File: src/rtl/neural_net_pkg.sv
// Shared constants, stage types and saturation helper for the PLL gain-adaptation network.
package neural_net_pkg;

  localparam int W = 8;

  localparam int unsigned DEF_N_TH  = 84;
  localparam int unsigned DEF_KP_HI = 31;
  localparam int unsigned DEF_KP_LO = 10;

  // Hidden-layer outputs plus the forwarded Kp that the output layer offsets.
  typedef struct packed {
    logic         h1;
    logic         h2;
    logic         h3;
    logic [W-1:0] kp;
  } hidden_t;

  typedef struct packed {
    logic [W-1:0] k3;
    logic [W-1:0] k4;
  } coef_t;

  localparam logic signed [W+1:0] SAT_ZERO = '0;
  localparam logic signed [W+1:0] SAT_MAX  = {2'b00, {W{1'b1}}};

  function automatic logic [W-1:0] sat_unsigned(input logic signed [W+1:0] v);
    if (v < SAT_ZERO) return '0;
    if (v > SAT_MAX) return '1;
    return v[W-1:0];
  endfunction

endpackage

File: src/rtl/neural_net_hidden_layer.sv
// Hidden layer: three inclusive unsigned comparator neurons registered with the forwarded Kp.
module neural_net_hidden_layer
  import neural_net_pkg::*;
#(
  parameter int unsigned N_TH  = DEF_N_TH,
  parameter int unsigned KP_HI = DEF_KP_HI,
  parameter int unsigned KP_LO = DEF_KP_LO
) (
  input  logic         clk,
  input  logic         rst_n,
  input  logic         in_valid,
  input  logic [W-1:0] avg_n,
  input  logic [W-1:0] avg_kp,
  output hidden_t      hid,
  output logic         hid_valid
);

  localparam logic [W-1:0] N_TH_C  = W'(N_TH);
  localparam logic [W-1:0] KP_HI_C = W'(KP_HI);
  localparam logic [W-1:0] KP_LO_C = W'(KP_LO);

  hidden_t hid_next;

  always_comb begin
    hid_next    = hid;
    hid_next.h1 = (avg_n  <= N_TH_C);
    hid_next.h2 = (avg_kp <= KP_HI_C);
    hid_next.h3 = (avg_kp >= KP_LO_C);
    hid_next.kp = avg_kp;
  end

  // Data holds while idle; only the valid bit tracks in_valid every cycle.
  always_ff @(posedge clk or negedge rst_n) begin
    if (!rst_n) begin
      hid       <= '0;
      hid_valid <= 1'b0;
    end else begin
      hid_valid <= in_valid;
      if (in_valid) begin
        hid <= hid_next;
      end
    end
  end

endmodule

File: src/rtl/neural_net.sv
// Two-stage threshold network mapping averaged PLL metrics to loop-filter coefficients k3/k4.
// Fixed 2-cycle latency, one result per cycle, outputs hold their last valid values when idle.
module neural_net
  import neural_net_pkg::*;
#(
  parameter int unsigned N_TH  = DEF_N_TH,
  parameter int unsigned KP_HI = DEF_KP_HI,
  parameter int unsigned KP_LO = DEF_KP_LO
) (
  input  logic         clk,
  input  logic         rst_n,
  input  logic         in_valid,
  input  logic [W-1:0] avg_n,
  input  logic [W-1:0] avg_kp,
  output logic         out_valid,
  output logic [W-1:0] k3,
  output logic [W-1:0] k4
);

  localparam logic signed [W+1:0] ONE = (W+2)'(1);
  localparam logic signed [W+1:0] TWO = (W+2)'(2);

  hidden_t hid;
  logic    hid_valid;

  neural_net_hidden_layer #(
    .N_TH  (N_TH),
    .KP_HI (KP_HI),
    .KP_LO (KP_LO)
  ) u_hidden (
    .clk       (clk),
    .rst_n     (rst_n),
    .in_valid  (in_valid),
    .avg_n     (avg_n),
    .avg_kp    (avg_kp),
    .hid       (hid),
    .hid_valid (hid_valid)
  );

  logic                bump;
  logic                dip;
  logic signed [W+1:0] kp_ext;
  logic signed [W+1:0] bump_ext;
  logic signed [W+1:0] dip_ext;
  logic signed [W+1:0] k3_raw;
  logic signed [W+1:0] k4_raw;
  coef_t               coef_next;
  coef_t               coef;

  // Two guard bits let small Kp go negative before the clamp to zero.
  always_comb begin
    bump            = hid.h1 & hid.h2;
    dip             = hid.h3 & ~bump;
    kp_ext          = signed'({2'b00, hid.kp});
    bump_ext        = signed'({{(W+1){1'b0}}, bump});
    dip_ext         = signed'({{(W+1){1'b0}}, dip});
    k4_raw          = kp_ext - ONE + bump_ext;
    k3_raw          = kp_ext - TWO - dip_ext;
    coef_next       = coef;
    coef_next.k3    = sat_unsigned(k3_raw);
    coef_next.k4    = sat_unsigned(k4_raw);
  end

  always_ff @(posedge clk or negedge rst_n) begin
    if (!rst_n) begin
      coef      <= '0;
      out_valid <= 1'b0;
    end else begin
      out_valid <= hid_valid;
      if (hid_valid) begin
        coef <= coef_next;
      end
    end
  end

  assign k3 = coef.k3;
  assign k4 = coef.k4;

endmodule

File: config.mk
export PLATFORM = sky130hd
export DESIGN_NAME = neural_net
export DESIGN_NICKNAME = d
export VERILOG_FILES = /design/src/rtl/neural_net_pkg.sv /design/src/rtl/neural_net_hidden_layer.sv /design/src/rtl/neural_net.sv
export SDC_FILE = /design/constraint.sdc
export NUM_CORES = 1
export LEC_CHECK = 0
export ABC_AREA = 1
export CORE_MARGIN = 1
export CORE_UTILIZATION = 40
export CTS_CLUSTER_DIAMETER = 200
export DETAILED_ROUTE_END_ITERATION = 10
export GPL_TIMING_DRIVEN = 0
export MAX_ROUTING_LAYER = met4
export PLACE_DENSITY_LB_ADDON = 0.25
export SKIP_CTS_REPAIR_TIMING = 1
export SLEW_MARGIN = 10
export SYNTH_ARGS = -nofsm -noshare
export SYNTH_HDL_FRONTEND = slang
export SYNTH_SLANG_ARGS = --single-unit
File: constraint.sdc
create_clock -name clk -period 5.2 [get_ports clk]
set_input_delay 1.04 -clock clk [delete_from_list [all_inputs] [get_ports clk]]
set_output_delay 1.04 -clock clk [all_outputs]
set_load 0.005 [all_outputs]
==> impl_metrics.yaml <==
sta:
  rsz0062_at_grt: "false"
  period_minus_slack_ns: 2.17
  tightest_slew_ns: 0.628
  skew_ns: 0.00834
  period_share_pct: 41.8
  finalSetupViolations: 0
  maxSlewHeadroom_pct: 58.1
  slew_viol_final: 0
  fin_setup_tns_ns: 0
  finalHoldViolCount: 0
  fmax_ghz: 0.460
setup_path:
  critical-path-top-delay-family: "buffers and inverters"
  end_kind: "primary output"
  critPathKind: "flop to primary output"
  critPathMaxFanout: 2
  reg2reg_slack_ns: 3.05
  cp.depth: 1
  r2r-end: "k4[0]"
  arrival_ns: 1.13
  path_cells: "clkdlybuf4s50_1"
  critical_path.endpoint: "k3[6]"
  worst_ep_required_time_ns: 4.16
  worst_setup_path_startpoint: "k3[6]"
  slowest_delay_ns: 0.50
  r2r.worst_path.cells: 12
  crit_path_start_kind: "flop"
  r2r-start: "u_hidden.hid[1]"
  path_buf_inv: 1
  cpMaxStageDelayCell: "clkdlybuf4s50_1"
die:
  ios: 36
  core_um2: 4440
  die_x_um: 70.5
  start_util_pct: 42.3
  rows: 24
  die_h_um: 70.5
  die_area_um2: 4970
clock_network:
  cts_max_level: 2
  root_buffer: "clkbuf_8"
  path_clk_slew_ns: 0.06
  insertion_delay_ns: 0.28
  cts_tree: "done"
  cts_buffer_depth: 2
  cts_made_buffers: 5
  cts.sinks: 29
finish:
  drive_gt1_share_pct: 14.1
  finalCoreUtilization_pct: 53.4
  synthToLayoutAreaGrowth_pct: 26.4
  finalNetCount: 319
  diodes: 0
  nFillCells: 462
logic_synthesis:
  synthDominantCellAreaShare_pct: 38.6
  ys_types: 25
  synth.avg_cell_area_um2: 7.54
  yosys_warnings: 0
  yosysSeqAreaShare_pct: 38.6
  syn_area_um2: 1880
  synth_ff_type: "dfrtp_1"
  yosysMostFrequentCell: "nand2_1"
  synthArstFlopShare_pct: 100
  synth-edff-count: 0
  synth_cells: 249
  syn-num-nets: 277
  yosys.area.top_type: "dfrtp_1"
  ys_top_cells_by_area: "dfrtp_1 (39%), nand2_1 (16%), ha_1 (6.0%)"
  synth_common_cells: "nand2_1 (80), dfrtp_1 (29), inv_1 (22), nor2_1 (18), nand3_1 (16)"
  ys_seq_elements: 29
routing:
  drt_iter0_markers: 74
  drcViolationCount: 6
  routed_wl_um: 3680
  drtPass1Iterations: 7
  dr_total_vias: 1621
  wl_per_cell_um: 10.7
  ant_nets: 0
  via_per_inst: 4.73
pwr:
  leakagePower_nw: 1.17
  vdd_ir_drop_max_v: 0.000112
  powerDensity_nw_per_um2: 277
global_route:
  grt_most_used_layer: "met2"
  use_met1_pct: 20.8
  overflow: 0
  use_met2_pct: 27.2
  grt_pass1_vias: 1485
  grt_use_total_pct: 16.9
  grt_max_degree: 30
  antenna_found_initial: 0
  met3_usage_pct: 3.61
  grt_pass1_wl_um: 6370
worst_hold_path:
  holdCritPathClass: "flop to flop"
place:
  dp_hpwl_um: 2920
  gp_congestion: 0.870
  io_buffers: 35
outcome:
  status: "complete, but fails checks"
  violations: "DRC"
flow_run:
  drv_cap: 0
-- worst reg2reg max path: stages (launching register included) --
cell     delay (ns)
dfrtp_1        0.41
inv_1          0.22
ha_1           0.31
nand2_1        0.11
nand2_1        0.12
nand2_1        0.09
nor2_1         0.15
nand2_2        0.10
nor2_4         0.13
nand2_2        0.08
a21oi_4        0.22
nand2_1        0.09
nand2_1        0.06
-- report_power, final --
group          switching [mW]  internal, mW
sequential             0.0210         0.255
combinational          0.0972        0.0957
clock                  0.0834         0.105
-- cells in the final DEF (no fill, tap or decap), types with 3 or more instances in the layout --
cell / netlist / routed
nand2_1: 80 / 80
xor2_1: 7 / 7
clkdlybuf4s50_1: 0 / 34
nor2_1: 18 / 18
o21ai_0: 10 / 10
nor2_2: 4 / 4
clkbuf_1: 2 / 3
xnor2_1: 4 / 4
o21ai_1: 5 / 5
dfrtp_1: 29 / 29
nand3_1: 16 / 16
nor2_4: 3 / 3
ha_1: 9 / 9
a21oi_1: 4 / 4
inv_2: 11 / 11
nand4_1: 4 / 4
nand3_2: 3 / 3
inv_1: 22 / 22
nand2_2: 8 / 8
clkbuf_8: 0 / 6
-- cell type report --
cell class,count,area [um^2],share of cell area [%]
multi-input cells,184,1020,42.8
well taps,52,65.1,2.74
clock buffers,7,86.3,3.64
inverters,34,128,5.37
plain buffers,2,7.51,0.316
repair buffers,35,345,14.5
flip-flops and latches,29,726,30.6
-- stage by stage --
| step | setup slack [ns] | hold WS, ns | instance area (um^2) | total power, mW | cells |
|---|---|---|---|---|---|
| after floorplan | 3.33 | 0.399 | 1880 | 0.389 | 249 |
| after global placement | 2.64 | 0.461 | 2290 | 0.472 | 336 |
| after detailed placement | 2.76 | 0.454 | 2290 | 0.475 | 336 |
| after CTS | 3.01 | 0.467 | 2370 | 0.664 | 343 |
| after global routing | 2.75 | 0.485 | 2370 | 0.702 | 343 |
| final | 3.03 | 0.475 | 2370 | 0.657 | 343 |
-- registers in the layout, summed over array words and instances, names as in the netlist --
register / count
k3: 8
u_hidden.hid_valid: 1
u_hidden.hid: 11
k4: 8
out_valid: 1
-- routing by layer --
metal / vias to the layer above / share of wire [%]
met1: 707 / 48
li1: 867 / -
met3: 7 / 4.4
met2: 40 / 46
met5: - / 0
met4: 0 / 1.6
-- worst min path at each step --
stage	cells past startpoint	slack (ns)	endpoint	start
floorplan	0	0.40	out_valid	u_hidden.hid_valid
global placement	0	0.46	out_valid	u_hidden.hid_valid
detailed placement	0	0.45	out_valid	u_hidden.hid_valid
CTS	0	0.47	out_valid	u_hidden.hid_valid
global route	0	0.49	out_valid	u_hidden.hid_valid
finish	0	0.48	out_valid	u_hidden.hid_valid
-- logic make-up (layout without fill, tap and decap cells) --
kind of cell | count (synthesis) | after routing | share of synthesized area [%]
flip-flops | 29 | 29 | 38.6
AND/OR/NAND/NOR | 139 | 139 | 34.2
buffers and inverters | 36 | 78 | 7.20
XOR/XNOR | 13 | 13 | 6.86
AO/OA/AOI/OAI | 23 | 23 | 7.06
adder cells (fa/ha/maj) | 9 | 9 | 6.00
No activity file was read; power rests on OpenSTA's default activity.
